**src/rtl/oh_delay_train.sv**
```systemverilog
`default_nettype none
// ============================================================================
//  Module   : oh_delay_train
//  Brief    : Sweeps a delay-line tap code, scores each tap against a training
//             pattern and parks the tap at the centre of the widest pass window.
//  Revision : 1.0 - initial release
// ============================================================================
module oh_delay_train #(
    parameter int DW     = 8,
    parameter int TW     = 5,
    parameter int SETTLE = 4,
    parameter int WINDOW = 64
) (
    input  logic          clk,
    input  logic          reset,
    input  logic          start,
    input  logic [DW-1:0] din,
    input  logic [DW-1:0] pattern,
    output logic [TW-1:0] tap,
    output logic          busy,
    output logic          done,
    output logic          fail,
    output logic [TW-1:0] win_lo,
    output logic [TW-1:0] win_hi
);

    localparam int c_maxcnt = (SETTLE > WINDOW) ? SETTLE : WINDOW;
    localparam int c_cw     = $clog2(c_maxcnt + 1);

    localparam logic [c_cw-1:0] c_settle_end = c_cw'(SETTLE - 1);
    localparam logic [c_cw-1:0] c_sample_end = c_cw'(WINDOW - 1);
    localparam logic [TW-1:0]   c_last_tap   = '1;
    localparam logic [TW:0]     c_len_one    = (TW+1)'(1);

    localparam logic [2:0] c_idle   = 3'd0;
    localparam logic [2:0] c_settle = 3'd1;
    localparam logic [2:0] c_sample = 3'd2;
    localparam logic [2:0] c_eval   = 3'd3;
    localparam logic [2:0] c_done   = 3'd4;

    logic [2:0]      r_state;
    logic [2:0]      w_next;
    logic [c_cw-1:0] r_cnt;
    logic [TW-1:0]   r_tap;
    logic            r_pass;
    logic            r_open;
    logic [TW-1:0]   r_run_lo;
    logic [TW:0]     r_best_len;
    logic [TW-1:0]   r_best_lo;
    logic [TW-1:0]   r_best_hi;
    logic [TW-1:0]   r_win_lo;
    logic [TW-1:0]   r_win_hi;

    logic            w_last_tap;
    logic            w_close;
    logic [TW-1:0]   w_close_lo;
    logic [TW-1:0]   w_close_hi;
    logic [TW:0]     w_close_len;
    logic [TW:0]     w_nbest_len;
    logic [TW-1:0]   w_nbest_lo;
    logic [TW-1:0]   w_nbest_hi;
    logic [TW:0]     w_sum;
    logic [TW-1:0]   w_center;

    assign w_last_tap = (r_tap == c_last_tap);

    // A run closes either on the first failing tap after a pass, or at the top tap
    always_comb begin
        w_close    = 1'b0;
        w_close_lo = r_run_lo;
        w_close_hi = r_tap - TW'(1);
        if (r_pass && w_last_tap) begin
            w_close    = 1'b1;
            w_close_lo = r_open ? r_run_lo : r_tap;
            w_close_hi = r_tap;
        end else if (!r_pass && r_open) begin
            w_close = 1'b1;
        end
        w_close_len = {1'b0, w_close_hi} - {1'b0, w_close_lo} + c_len_one;
        w_nbest_len = r_best_len;
        w_nbest_lo  = r_best_lo;
        w_nbest_hi  = r_best_hi;
        if (w_close && (w_close_len > r_best_len)) begin
            w_nbest_len = w_close_len;
            w_nbest_lo  = w_close_lo;
            w_nbest_hi  = w_close_hi;
        end
    end

    assign w_sum    = {1'b0, r_win_lo} + {1'b0, r_win_hi};
    assign w_center = TW'(w_sum >> 1);

    always_ff @(posedge clk or posedge reset) begin
        if (reset) begin
            r_state <= c_idle;
        end else begin
            r_state <= w_next;
        end
    end

    always_comb begin
        w_next = r_state;
        case (r_state)
            c_idle, c_done: if (start) w_next = c_settle;
            c_settle:       if (r_cnt == c_settle_end) w_next = c_sample;
            c_sample:       if (r_cnt == c_sample_end) w_next = c_eval;
            c_eval:         w_next = w_last_tap ? c_done : c_settle;
            default:        w_next = c_idle;
        endcase
    end

    always_comb begin
        busy = 1'b0;
        done = 1'b0;
        fail = 1'b0;
        tap  = r_tap;
        case (r_state)
            c_settle, c_sample, c_eval: busy = 1'b1;
            c_done: begin
                done = 1'b1;
                fail = (r_best_len == '0);
                tap  = w_center;
            end
            default: ;
        endcase
    end

    assign win_lo = r_win_lo;
    assign win_hi = r_win_hi;

    always_ff @(posedge clk or posedge reset) begin
        if (reset) begin
            r_cnt      <= '0;
            r_tap      <= '0;
            r_pass     <= 1'b0;
            r_open     <= 1'b0;
            r_run_lo   <= '0;
            r_best_len <= '0;
            r_best_lo  <= '0;
            r_best_hi  <= '0;
            r_win_lo   <= '0;
            r_win_hi   <= '0;
        end else begin
            case (r_state)
                c_idle, c_done: begin
                    if (start) begin
                        r_cnt      <= '0;
                        r_tap      <= '0;
                        r_open     <= 1'b0;
                        r_best_len <= '0;
                        r_best_lo  <= '0;
                        r_best_hi  <= '0;
                    end
                end
                c_settle: begin
                    r_pass <= 1'b1;
                    r_cnt  <= (r_cnt == c_settle_end) ? '0 : r_cnt + c_cw'(1);
                end
                c_sample: begin
                    if (din != pattern) r_pass <= 1'b0;
                    r_cnt <= (r_cnt == c_sample_end) ? '0 : r_cnt + c_cw'(1);
                end
                c_eval: begin
                    r_best_len <= w_nbest_len;
                    r_best_lo  <= w_nbest_lo;
                    r_best_hi  <= w_nbest_hi;
                    r_open     <= r_pass && !w_last_tap;
                    if (r_pass && !r_open) r_run_lo <= r_tap;
                    if (w_last_tap) begin
                        r_win_lo <= (w_nbest_len != '0) ? w_nbest_lo : '0;
                        r_win_hi <= (w_nbest_len != '0) ? w_nbest_hi : '0;
                    end else begin
                        r_tap <= r_tap + TW'(1);
                    end
                end
                default: ;
            endcase
        end
    end

endmodule
`default_nettype wire

```
**config.mk**
```make
export PLATFORM = sky130hd
export DESIGN_NAME = oh_delay_train
export DESIGN_NICKNAME = d
export VERILOG_FILES = /design/src/rtl/oh_delay_train.sv
export SDC_FILE = /design/constraint.sdc
export NUM_CORES = 1
export LEC_CHECK = 0
export BUFFER_PORTS_ARGS = -buffer_cell sky130_fd_sc_hd__clkbuf_2
export CAP_MARGIN = 10
export CORE_MARGIN = 2
export CORE_UTILIZATION = 30
export DETAILED_ROUTE_END_ITERATION = 6
export GPL_ROUTABILITY_DRIVEN = 0
export MAX_ROUTING_LAYER = met4
export SLEW_MARGIN = 20
export SYNTH_ARGS = -nofsm -noshare
export SYNTH_HDL_FRONTEND = slang
export SYNTH_SLANG_ARGS = --single-unit
export TNS_END_PERCENT = 100
```
**constraint.sdc**
```tcl
create_clock -name clk -period 7.7 [get_ports clk]
set_input_delay 0.77 -clock clk [delete_from_list [all_inputs] [get_ports clk]]
set_output_delay 0.77 -clock clk [all_outputs]
set_load 0.02 [all_outputs]
```
== Yosys cells after proc, flatten, opt, wreduce, memory -nomap -nowiden ==
Index checks and enable logic that the tools add are counted.
Widths: inputs -> output; s select.

* Output and inout bits: 18
* Word-level logic and storage cells: 88
* Flip-flop bits (word level): 48
* Input port bits: 19

* Add/subtract/negate cells: 6
* Mux-type cells: 34
* Equal/unequal tests: 13
* Reduce and logical (&&, ||, !) cells: 23
* Order comparisons: 1

{| class="wikitable"
|+ Operators with widths
! kind !! number
|-
| $mux 5 || 10
|-
| $pmux 5 s2 || 3
|-
| $mux 7 || 3
|-
| $pmux 7 s3 || 1
|-
| $mux 3 || 4
|-
| $mux 6 || 2
|-
| $pmux 3 s4 || 1
|-
| $pmux 6 s2 || 1
|-
| $ne 2x2->1 const B || 5
|-
| $reduce_and 2->1 || 5
|-
| $ne 8x8->1 || 1
|-
| $add 7x1->7 const B || 1
|-
| $eq 7x2->1 const B || 1
|-
| $eq 7x6->1 const B || 1
|-
| $mux 1 || 7
|-
| $add 5x5->6 || 1
|-
| $add 6x1->6 const B || 1
|-
| $eq 3x2->1 const B || 2
|-
| $gt 6x6->1 || 1
|-
| $logic_not 6->1 || 1
|-
| $reduce_and 3->1 || 2
|-
| $reduce_bool 6->1 || 1
|-
| $sub 5x5->6 || 1
|-
| $add 5x1->5 const B || 1
|-
| 12 further kinds || 20
|}

== Depth between registers and ports, before layout ==
* Depth after elaboration: 10
* Depth in mapped cells: 24
* Gate-level depth less buffers: 21

== Worst setup path before layout ==
OpenSTA, ideal clock, no wires.

* Path type: flip-flop to flip-flop
* Start: reg r_tap[0]
* End: reg r_win_hi[0] (netlist: win_hi[0])
* Setup time: 0.132 ns
* Clock period less this slack: 4.664 ns
* Arrival: 4.532 ns
* Stages on the path, launching flop included: 23
* Buffers on the path: 2
* Required time: 7.568 ns
* Slack: 3.036 ns
* Cells stage by stage: dfrtp_1 ha_1 and3_1 ha_1 buf_4 nand3b_1 o21ai_0 ha_1 inv_1 ha_1 fa_1 a21o_1 a21oi_1 xnor2_1 inv_1 ha_1 and4_1 a32oi_2 o31a_1 buf_6 nand4b_4 a21oi_4 a211oi_1

* Cells in the longest elaborated chain, start to end: 10
* Elaborated cells between the ends (all ways): 16
* Classes of those cells: add/sub (3); order compare (1); eq/ne (1); mux (7); reduce/logical (4)

{| class="wikitable"
|+ Ends and longest elaborated chain
! what !! RTL line !! RTL
|-
| start: declaration || 44 || <nowiki>logic [TW-1:0] r_tap;</nowiki>
|-
| start signal: assignment || 173 || <nowiki>r_tap <= r_tap + TW'(1);</nowiki>
|-
| parallel branches: the longest is 10 deep, another holds $sub 5x5->6 || - ||
|-
| end signal: assignment || 171 || <nowiki>r_win_hi <= (w_nbest_len != '0) ? w_nbest_hi : '0;</nowiki>
|-
| end: declaration || 52 || <nowiki>logic [TW-1:0] r_win_hi;</nowiki>
|}

Several ways; the timed one is not identified.
A chain may end at the register's enable or synchronous reset.

== Worst setup path after layout ==
* Start: reg r_tap[0]
* End: reg r_win_hi[4] (netlist: win_hi[4])

Same word-level chain as after synthesis.

==> out/qor.txt <==
final instance area: 3420 µm²
Post-Place Cell Area: 3330 µm²
Worst Tran Pin Value: 0.831 ns
final hold slack: 0.494 ns
hold path depth: 1
Non-Filler Instances: 481
Max-Cap Viols: 0
pin count of the biggest net entering global routing: 49
clk_lat worst skew: 0.31 ns
CP most frequent cell: ha_1
met2 GRT Util: 20.9%
TNS Setup: 0 ns
DRC viols: 0
Synth Register Bits: 48
Post-Syn Area: 3070 µm²
port bufs: 36
CP peak stage delay: 0.59 ns
critical path's slowest cell: o31a_1
Post-DP HPWL: 5100 µm
Clock Tree Buf Depth: 2
P_leak: 1.61 nW
GRT met3 Usage: 2.18%
WP data required: 7.88 ns
DRT Pass-1 Iters: 4
layout cells sized above 1: 17.5%
initial antenna violation count: 0
Worst R2R Path Depth: 21
grt peak-use layer: met2
die height: 105 µm
critical path arrival: 5.75 ns
Die W: 105 µm
Max VDD drop: 0.166 mV
crit path launch type: flip-flop
post-synth net total: 362
worst-path cell chain: ha_1 -> and3_1 -> ha_1 -> nand3b_1 -> nand2_1 -> o21ai_0 -> ha_1 -> inv_1 -> ha_1 -> fa_1 -> a21o_1 -> a21oi_1 -> xnor2_1 -> inv_1 -> ha_1 -> and4_1 -> a32oi_2 -> o31a_1 -> nand4b_4 -> a21oi_4 -> a31oi_1
global-route wire length before repair: 11800 µm
final setup margin: 2.13 ns
post-route ant nets: 0
Final Skew: 0.0157 ns
Worst Hold Class: flip-flop to flip-flop
pwr/cell area: 323 nW/µm²
post-synthesis sequential area ratio: 39.2%
CTS root buf: clkbuf_8
f_max: 180 MHz
die area: 11100 µm²
Final Net Count: 391
crit path kind: flip-flop to flip-flop
WL final: 6840 µm
mean routed wirelength per cell: 14.2 µm
Worst setup endpoint: win_hi[4]
worst r2r dst: win_hi[4]
CP endpoint kind: flip-flop
commonest non-fill, non-tap cell in the layout: dfrtp_1
H-tree depth: 2
fin crit period: 5.57 ns
routing usage on met1: 18.5%
Syn Area/Cell: 9.65 µm²
Yosys cell types: 51
vias in the first global route: 2385
cts bufs inserted: 5
final setup violation count: 0
CP max FO: 17
Worst slew margin: 44.5%
grt total ovfl: 0
Final Hold Fails: 0
ys flop type: dfrtp_1
EDFF count, synth: 0
Antenna diodes: 0
Initial Util: 31.1%
final slew viol count: 0
cts hold-fix bufs: 0
post-cts repair resize count: 0
R2R setup slack: 2.13 ns
ys async rst share: 100%
Top-Level Pins: 37
Synth Instances: 318
vias after detailed routing: 2383
YS warnings: 0
commonest cells after routing, fill and taps aside: 48 x dfrtp_1, 36 x clkbuf_2, 31 x nand2_1
Critical Path Start: r_tap[0]
CTS sink cnt: 48
DRT iter0 DRCs: 116
core area: 9860 µm²
vias per inst: 4.95
Reg clk slew, reported paths: 0.09 ns
Placed Cells: 473
Total GRT Usage: 13.4%
worst r2r src: r_tap[0]
Cell Rows: 36
status: complete, no violations
RSZ-0062 raised after global routing: false
Tcrit/Tclk final: 72.3%
CTS tree: built
Area Overhead vs Synth: 11.4%
Post-CTS Setup Inserts: 0
dpl ws: 2.21 ns
[cells by family (layout without fill, tap and decap cells)]
kind of cell | after synthesis | count (layout) | synth area share [%]
adders and majority gates | 25 | 25 | 10.7
and+or+nand+nor | 95 | 95 | 16.1
DFF | 48 | 48 | 39.2
xor gates and xnor gates | 20 | 20 | 5.71
AOI/OAI and AO/OA | 88 | 88 | 20.0
buffers and inverters | 33 | 63 | 5.14
muxes | 9 | 9 | 3.14
[per-layer routing]
layer | vias to the layer above | share of wire, %
met2 | 42 | 47
met4 | 0 | 0.39
met5 | - | 0
met1 | 1149 | 49
li1 | 1189 | -
met3 | 3 | 3.4
[power breakdown]
part	switching [W]	internal, W	total, W
clock network	0.0000873	0.0000647	0.000152
logic	0.000372	0.000256	0.000628
registers	0.0000404	0.000283	0.000324
total	0.000500	0.000604	0.00110
[state kept, by name (all words and copies together) (netlist names)]
register,cells
r_best_hi,5
r_best_len,6
r_best_lo,5
r_cnt,7
r_open,1
r_pass,1
r_run_lo,5
r_state,3
r_tap,5
win_hi,5
win_lo,5
[worst min-delay path by stage]
stage	from	to	slack [ns]
finish	r_best_lo[3]	r_best_lo[3]	0.49
floorplan	r_best_hi[1]	r_best_hi[1]	0.45
detailed placement	r_best_lo[3]	r_best_lo[3]	0.47
global route	r_best_len[1]	r_best_len[1]	0.52
global placement	r_best_lo[2]	r_best_lo[2]	0.48
CTS	r_best_lo[3]	r_best_lo[3]	0.50
[through the flow]
| step | utilization [%] | total power (W) |
|---|---|---|
| after CTS | 34.6 | 0.00112 |
| after global routing | 34.7 | 0.00120 |
| after detailed placement | 33.7 | 0.000959 |
| final | 34.7 | 0.00110 |
| after floorplan | - | 0.000827 |
| after global placement | 33.7 | 0.000940 |
[worst max-delay path: cells and delay by family (launching register included)]
family                   cells  cell delay (ns)
AO/OA/AOI/OAI                7             1.78
buffers and inverters        2             0.15
flip-flops                   1             0.49
XOR/XNOR                     1             0.21
adder cells (fa/ha/maj)      6             1.82
AND/OR/NAND/NOR              5             1.04
[cell usage after synthesis, types with 2 or more instances]
cell type | n | share of area [%]
dfrtp_1 | 48 | 39
nand2_1 | 31 | 3.8
a21oi_1 | 25 | 4.1
ha_1 | 23 | 9.4
o21ai_0 | 21 | 3.4
inv_1 | 19 | 2.3
nor2_1 | 17 | 2.1
nand3_1 | 14 | 2.3
xnor2_1 | 13 | 3.7
a22o_1 | 11 | 3.1
nand2b_1 | 8 | 1.6
xor2_1 | 7 | 2.0
clkbuf_1 | 6 | 0.73
mux2_2 | 5 | 1.8
o2bb2ai_1 | 5 | 1.4
a31oi_1 | 4 | 0.82
mux2i_1 | 4 | 1.3
nor2b_1 | 4 | 0.82
nor4_1 | 4 | 0.82
a21o_1 | 3 | 0.73
and3_1 | 3 | 0.61
buf_6 | 3 | 1.1
nand4_1 | 3 | 0.61
o31ai_1 | 3 | 0.73
a211oi_1 | 2 | 0.49
a21oi_4 | 2 | 1.1
buf_2 | 2 | 0.33
buf_4 | 2 | 0.49
fa_1 | 2 | 1.3
nor2_2 | 2 | 0.41
o21a_1 | 2 | 0.49
[layout make-up]
class,instances,area (µm²)
Fill cell,1006,6450
Multi-Input combinational cell,237,1710
Sequential cell,48,1200
Timing Repair Buffer,36,180
Tap cell,133,166
Clock buffer,6,72.6
Inverter,19,72.6
Clock inverter,2,16.3
(Power assumes the default switching activity.)
